==> src/rtl/sha256_stream_core.sv <==
// SHA-256/224 compression over a stream of padded blocks, UNROLL rounds per clock.
// Latency 64/UNROLL+2 cycles per block; i_blk_valid may stall indefinitely in WAIT_BLK.
module sha256_stream_core #(
    parameter int UNROLL      = 1,
    parameter bit SUPPORT_224 = 1
) (
    input  logic         clk,
    input  logic         rst,
    input  logic         i_start,
    input  logic         i_mode,
    input  logic [7:0]   i_N,
    input  logic         i_blk_valid,
    input  logic [511:0] i_blk,
    output logic         o_blk_ready,
    output logic         o_busy,
    output logic         o_done,
    output logic         o_err,
    output logic [255:0] o_digest
);

    typedef enum logic [2:0] {IDLE, WAIT_BLK, ROUND, UPDATE, DONE} state_t;

    localparam logic [5:0] STEP   = 6'(UNROLL);
    localparam logic [5:0] LAST_T = 6'(64 - UNROLL);

    localparam logic [255:0] IV256 = {
        32'h6a09e667, 32'hbb67ae85, 32'h3c6ef372, 32'ha54ff53a,
        32'h510e527f, 32'h9b05688c, 32'h1f83d9ab, 32'h5be0cd19};
    localparam logic [255:0] IV224 = {
        32'hc1059ed8, 32'h367cd507, 32'h3070dd17, 32'hf70e5939,
        32'hffc00b31, 32'h68581511, 32'h64f98fa7, 32'hbefa4fa4};

    localparam logic [2047:0] K_ALL = {
        32'h428a2f98, 32'h71374491, 32'hb5c0fbcf, 32'he9b5dba5, 32'h3956c25b, 32'h59f111f1, 32'h923f82a4, 32'hab1c5ed5,
        32'hd807aa98, 32'h12835b01, 32'h243185be, 32'h550c7dc3, 32'h72be5d74, 32'h80deb1fe, 32'h9bdc06a7, 32'hc19bf174,
        32'he49b69c1, 32'hefbe4786, 32'h0fc19dc6, 32'h240ca1cc, 32'h2de92c6f, 32'h4a7484aa, 32'h5cb0a9dc, 32'h76f988da,
        32'h983e5152, 32'ha831c66d, 32'hb00327c8, 32'hbf597fc7, 32'hc6e00bf3, 32'hd5a79147, 32'h06ca6351, 32'h14292967,
        32'h27b70a85, 32'h2e1b2138, 32'h4d2c6dfc, 32'h53380d13, 32'h650a7354, 32'h766a0abb, 32'h81c2c92e, 32'h92722c85,
        32'ha2bfe8a1, 32'ha81a664b, 32'hc24b8b70, 32'hc76c51a3, 32'hd192e819, 32'hd6990624, 32'hf40e3585, 32'h106aa070,
        32'h19a4c116, 32'h1e376c08, 32'h2748774c, 32'h34b0bcb5, 32'h391c0cb3, 32'h4ed8aa4a, 32'h5b9cca4f, 32'h682e6ff3,
        32'h748f82ee, 32'h78a5636f, 32'h84c87814, 32'h8cc70208, 32'h90befffa, 32'ha4506ceb, 32'hbef9a3f7, 32'hc67178f2};

    function automatic logic [31:0] rotr(input logic [31:0] x, input int n);
        return (x >> n) | (x << (32 - n));
    endfunction
    function automatic logic [31:0] ssig0(input logic [31:0] x);
        return rotr(x, 7) ^ rotr(x, 18) ^ (x >> 3);
    endfunction
    function automatic logic [31:0] ssig1(input logic [31:0] x);
        return rotr(x, 17) ^ rotr(x, 19) ^ (x >> 10);
    endfunction
    function automatic logic [31:0] bsig0(input logic [31:0] x);
        return rotr(x, 2) ^ rotr(x, 13) ^ rotr(x, 22);
    endfunction
    function automatic logic [31:0] bsig1(input logic [31:0] x);
        return rotr(x, 6) ^ rotr(x, 11) ^ rotr(x, 25);
    endfunction
    function automatic logic [31:0] kw(input int idx);
        return K_ALL[2047 - 32*idx -: 32];
    endfunction

    state_t             state_q;
    logic [7:0][31:0]   h_q, wv_q;     // index 0 is H0 / working variable a
    logic [15:0][31:0]  w_q;           // index 0 is W[t]
    logic [5:0]         t_q;
    logic [7:0]         blocks_q;
    logic               mode_q;
    logic               rdy_q, busy_q, done_q, err_q;
    logic [255:0]       digest_q;

    logic [31:0]        ext [16+UNROLL];
    logic [15:0][31:0]  w_d;
    logic [7:0][31:0]   wv_d, h_d;
    logic [255:0]       digest_d;
    logic [31:0]        t1, t2;
    logic               sha224;

    assign sha224 = SUPPORT_224 & mode_q;

    always_comb begin
        t1 = '0;
        t2 = '0;
        for (int j = 0; j < 16; j++) ext[j] = w_q[j];
        // later schedule words in this cycle feed on words produced earlier in the same cycle
        for (int j = 16; j < 16 + UNROLL; j++)
            ext[j] = ssig1(ext[j-2]) + ext[j-7] + ssig0(ext[j-15]) + ext[j-16];
        for (int j = 0; j < 16; j++) w_d[j] = ext[j+UNROLL];
        wv_d = wv_q;
        for (int u = 0; u < UNROLL; u++) begin
            t1 = wv_d[7] + bsig1(wv_d[4]) + ((wv_d[4] & wv_d[5]) ^ (~wv_d[4] & wv_d[6]))
               + kw(int'(t_q) + u) + ext[u];
            t2 = bsig0(wv_d[0]) + ((wv_d[0] & wv_d[1]) ^ (wv_d[0] & wv_d[2]) ^ (wv_d[1] & wv_d[2]));
            wv_d[7] = wv_d[6];
            wv_d[6] = wv_d[5];
            wv_d[5] = wv_d[4];
            wv_d[4] = wv_d[3] + t1;
            wv_d[3] = wv_d[2];
            wv_d[2] = wv_d[1];
            wv_d[1] = wv_d[0];
            wv_d[0] = t1 + t2;
        end
        for (int i = 0; i < 8; i++) h_d[i] = h_q[i] + wv_q[i];
        digest_d = '0;
        for (int i = 0; i < 8; i++)
            digest_d[255 - 32*i -: 32] = (i == 7 && sha224) ? 32'h0 : h_d[i];
    end

    always_ff @(posedge clk) begin
        if (rst) begin
            state_q  <= IDLE;
            rdy_q    <= 1'b0;
            busy_q   <= 1'b0;
            done_q   <= 1'b0;
            err_q    <= 1'b0;
            digest_q <= '0;
            blocks_q <= '0;
            t_q      <= '0;
            mode_q   <= 1'b0;
        end else begin
            done_q <= 1'b0;
            err_q  <= 1'b0;
            case (state_q)
                IDLE: if (i_start) begin
                    if (i_N != 8'd0) begin
                        for (int i = 0; i < 8; i++)
                            h_q[i] <= (SUPPORT_224 && i_mode) ? IV224[255 - 32*i -: 32]
                                                              : IV256[255 - 32*i -: 32];
                        mode_q   <= i_mode;
                        blocks_q <= i_N;
                        rdy_q    <= 1'b1;
                        busy_q   <= 1'b1;
                        state_q  <= WAIT_BLK;
                    end else begin
                        err_q <= 1'b1;
                    end
                end
                WAIT_BLK: if (i_blk_valid) begin
                    for (int j = 0; j < 16; j++) w_q[j] <= i_blk[511 - 32*j -: 32];
                    wv_q    <= h_q;
                    t_q     <= '0;
                    rdy_q   <= 1'b0;
                    state_q <= ROUND;
                end
                ROUND: begin
                    wv_q <= wv_d;
                    w_q  <= w_d;
                    t_q  <= t_q + STEP;
                    if (t_q == LAST_T) state_q <= UPDATE;
                end
                UPDATE: begin
                    h_q      <= h_d;
                    blocks_q <= blocks_q - 8'd1;
                    if (blocks_q != 8'd1) begin
                        rdy_q   <= 1'b1;
                        state_q <= WAIT_BLK;
                    end else begin
                        done_q   <= 1'b1;
                        digest_q <= digest_d;
                        state_q  <= DONE;
                    end
                end
                DONE: begin
                    busy_q  <= 1'b0;
                    state_q <= IDLE;
                end
                default: state_q <= IDLE;
            endcase
        end
    end

    assign o_blk_ready = rdy_q;
    assign o_busy      = busy_q;
    assign o_done      = done_q;
    assign o_err       = err_q;
    assign o_digest    = digest_q;

endmodule

==> config.mk <==
export PLATFORM = sky130hd
export DESIGN_NAME = sha256_stream_core
export DESIGN_NICKNAME = d
export VERILOG_FILES = /design/src/rtl/sha256_stream_core.sv
export SDC_FILE = /design/constraint.sdc
export NUM_CORES = 2
export LEC_CHECK = 0
export ABC_AREA = 1
export CAP_MARGIN = 20
export CORE_MARGIN = 2
export CORE_UTILIZATION = 35
export CTS_CLUSTER_SIZE = 10
export DETAILED_ROUTE_END_ITERATION = 10
export SYNTH_ARGS = -nofsm -noshare
export SYNTH_HDL_FRONTEND = slang
export SYNTH_SLANG_ARGS = --single-unit
==> constraint.sdc <==
create_clock -name clk -period 42.1 [get_ports clk]
set_input_delay 6.315 -clock clk [delete_from_list [all_inputs] [get_ports clk]]
set_output_delay 6.315 -clock clk [all_outputs]
set_load 0.1 [all_outputs]
==> results.cfg <==
[die]
die_h_um = 495.2
start_util_pct = 35.14
die_area_sq_mm = 0.2452
row_count = 180
io_pins = 785
coreArea_sq_mm = 0.2403
die_w_um = 495.2

[yosys]
synth_xor_area_share_pct = 4.613
synth_seq_cells = 1302
syn-cell-area_sq_mm = 0.08443
synth_fa_ha_area_share_pct = 10.57
yosys_warnings = 0
synth_mux_area_share_pct = 0
synth_top_family_by_area = simple AND/OR/NAND/NOR gates
synth-compound-area-share_pct = 11.85
synth-edff-count = 1024
postSynthCellCount = 10480
avgSynthCellArea_sq_um = 8.055
synth_simple_gate_area_share_pct = 22.28
syn_nets = 11600
ys_seq_area_share_pct = 43.01
async_flop_share_pct = 0
ys.flop_type = edfxtp_1
yosysUniqueCellTypes = 68

[place]
finalWeightedCongestion = 1.008
dpl.hpwl_um = 286400
io_buffers = 784

[timing]
setup_viol = 0
post-route-period-util_pct = 23.34
finalClockSkew_ns = 0.07092
hold_viol = 0
rsz0062_at_grt = no
fmaxAchievable_mhz = 101.8
drv_slew = 0
post-route-min-period_ns = 9.825
holdWs_ns = 0.4645
worstMarginPinSlew_ns = 1.154
slew_headroom_pct = 23.04
setup-tns-final_ns = 0

[global_routing]
grt_pass1_wl_um = 513200
antenna_found_initial = 35
grt_pass1_vias = 73090
track_usage_pct = 28.79
grt_start_max_net_pins = 181
overflow = 0

[critical_path]
worst-setup-path-type = input port to flop
endpoint_kind = flop
cp.required_ns = 42.54
cp-start-kind = input port
arrival_ns = 10.27
cp_max_fo = 149
rrSetupSlack_ns = 33.59

[power]
p_seq_share_pct = 17.9
pwr-share-clk_pct = 14.4
power.density_mw_per_mm2 = 94.04
p_total_mw = 9.436
power_frac_comb_pct = 67.7
p_leak_nw = 43.50
p_switching_mw = 5.100
max-vdd-ir-drop_v = 0.0001417
p_sw_share_pct = 54.05
p_int_mw = 4.336

[flow_run]
max_cap_violations = 0

[cts]
cts_setup_buffers = 0
hold_buffers = 0
post_cts_resized = 0
cts_tree = done
htreeDepth = 4
clkSinkCount = 1302
clockBufferDepth = 3
cts_made_buffers = 161
path_clk_slew_ns = 0.05
insertion_delay_ns = 0.89
ctsRootBufferMaster = clkbuf_16

[detailed_routing]
vias = 76080
totalWireLength_um = 364700
ant_nets = 0
via_per_inst = 5.278
route.detailed.drc = 0
drt_iter0_drc = 8450
avgRoutedWirePerCell_um = 25.30
drt_pass1_iterations = 9

[hold_path]
min_path_type = flop to flop

[outcome]
status = complete, no violations

[cells_and_area]
drive_above_1_share_pct = 3.365
fill_cells = 24330
final_net_count = 12220
syn2layout_area_growth_pct = 18.84
final timing paths:
path | start | end | cells after the start
max | i_start | h_q[216]$_DFFE_PP_ | 10
min | o_digest[19]$_SDFFE_PP0P_ | o_digest[19]$_SDFFE_PP0P_ | 2
max reg2reg | t_q[1]$_SDFFE_PP0P_ | wv_d[55]$_DFFE_PP_ | 35
min reg2reg | o_digest[19]$_SDFFE_PP0P_ | o_digest[19]$_SDFFE_PP0P_ | 2
cells in the final DEF (no fill, tap or decap), drive strengths merged, types with 8 or more instances in the layout:
cell,instances
fa,196
nand4,59
clkbuf,231
a211oi,16
o31ai,10
o21bai,41
o22ai,9
nor4,26
a21boi,29
a21o,66
ha,400
o2111ai,8
nand2,3401
a21oi,576
o211ai,140
a31oi,83
inv,1291
dfxtp,278
nor3,84
diode,27
edfxtp,1024
clkdlybuf4s50,782
clkinv,33
xnor2,220
nand3,401
o221ai,17
o21ai,673
buf,62
o21a,13
a221oi,13
or2,28
o221a,10
xor2,223
nor2,695
nand3b,27
critical path, stage by stage:
cell and delay, ns:
clkdlybuf4s50_1 0.50, inv_1 0.06, nor2_1 0.10, inv_1 0.06, nor2_1 0.29, nor2_1 0.24, nor2_4 0.18, buf_4 0.57
buf_4 0.81, buf_12 0.64
through the flow:
step | utilization (%) | instances | setup WS, ns | instance area (sq um)
after floorplan | - | 10480 | 1.443 | 84430
after global placement | 39.62 | 14120 | 31.31 | 95200
after detailed placement | 39.62 | 14120 | 31.28 | 95200
after CTS | 41.72 | 14390 | 32.18 | 100200
after global routing | 41.74 | 14400 | 32.16 | 100300
final | 41.76 | 14410 | 32.28 | 100300
Yosys cell counts (all sizes together) (4+ instances only):
library cell | n | share of area, %
nand4 | 59 | 0.44
nand3 | 401 | 2.4
or2 | 28 | 0.21
o211ai | 140 | 1.3
o2111ai | 8 | 0.083
a221oi | 13 | 0.13
o221a | 10 | 0.13
a31oi | 83 | 0.63
nor2 | 695 | 3.1
o221ai | 17 | 0.18
a21oi | 576 | 3.5
clkbuf | 259 | 1.2
a2111oi | 4 | 0.041
edfxtp | 1024 | 36
dfxtp | 278 | 6.6
nand2 | 3401 | 15
a31o | 4 | 0.041
o21a | 13 | 0.12
nor4 | 26 | 0.21
fa | 196 | 4.6
o31ai | 10 | 0.089
a21boi | 29 | 0.27
xor2 | 223 | 2.3
a211oi | 16 | 0.14
o22ai | 9 | 0.067
nor3 | 84 | 0.52
a21o | 66 | 0.59
buf | 136 | 0.78
inv | 1288 | 5.7
and3 | 4 | 0.030
xnor2 | 220 | 2.3
nand3b | 27 | 0.24
o21bai | 41 | 0.36
ha | 400 | 5.9
o21ai | 673 | 4.1
power groups by stage:
| stage | registers, mW | logic [mW] | clock network, mW |
|---|---|---|---|
| finish | 1.69 | 6.39 | 1.36 |
| global route | 1.69 | 7.04 | 1.43 |
| CTS | 1.68 | 6.31 | 1.38 |
| detailed placement | 1.71 | 6.25 | 0 |
| global placement | 1.71 | 6.29 | 0 |
| floorplan | 1.79 | 4.23 | 0 |
cell type report:
class	count	area, sq um	share of cell area [%]
diodes	27	67.56	0.06734
clock inverters	40	651.9	0.6497
flip-flops and latches	1302	36320	36.19
multi-input cells	7495	41670	41.53
well taps	3185	3985	3.972
repair buffers	844	8392	8.363
clock buffers	231	4392	4.377
inverters	1290	4862	4.846
kinds of logic (layout without fill, tap and decap cells):
logic type	after synthesis	in the layout
fa+ha+maj	596	596
flops	1302	1302
other cells	0	27
buf+inv	1685	2405
xor+xnor	443	443
simple gates	4727	4727
compound gates	1729	1729
metal layers:
layer | wire length (um) | vias to the layer above | GRT usage [%]
met5 | 90 | - | 0
met4 | 21670 | 14 | 14.96
met3 | 26960 | 649 | 4.623
met2 | 164500 | 3202 | 45.17
met1 | 151400 | 36580 | 38.24
li1 | - | 35640 | -
registers in the layout (all words and copies together) (netlist names):
signal,flops
o_err,1
o_digest,256
wv_q,64
ext,512
mode_q,1
h_q,256
wv_d,192
o_blk_ready,1
o_done,1
state_q,3
blocks_q,8
o_busy,1
t_q,6
Note: power is estimated with default switching activity, not from simulation.
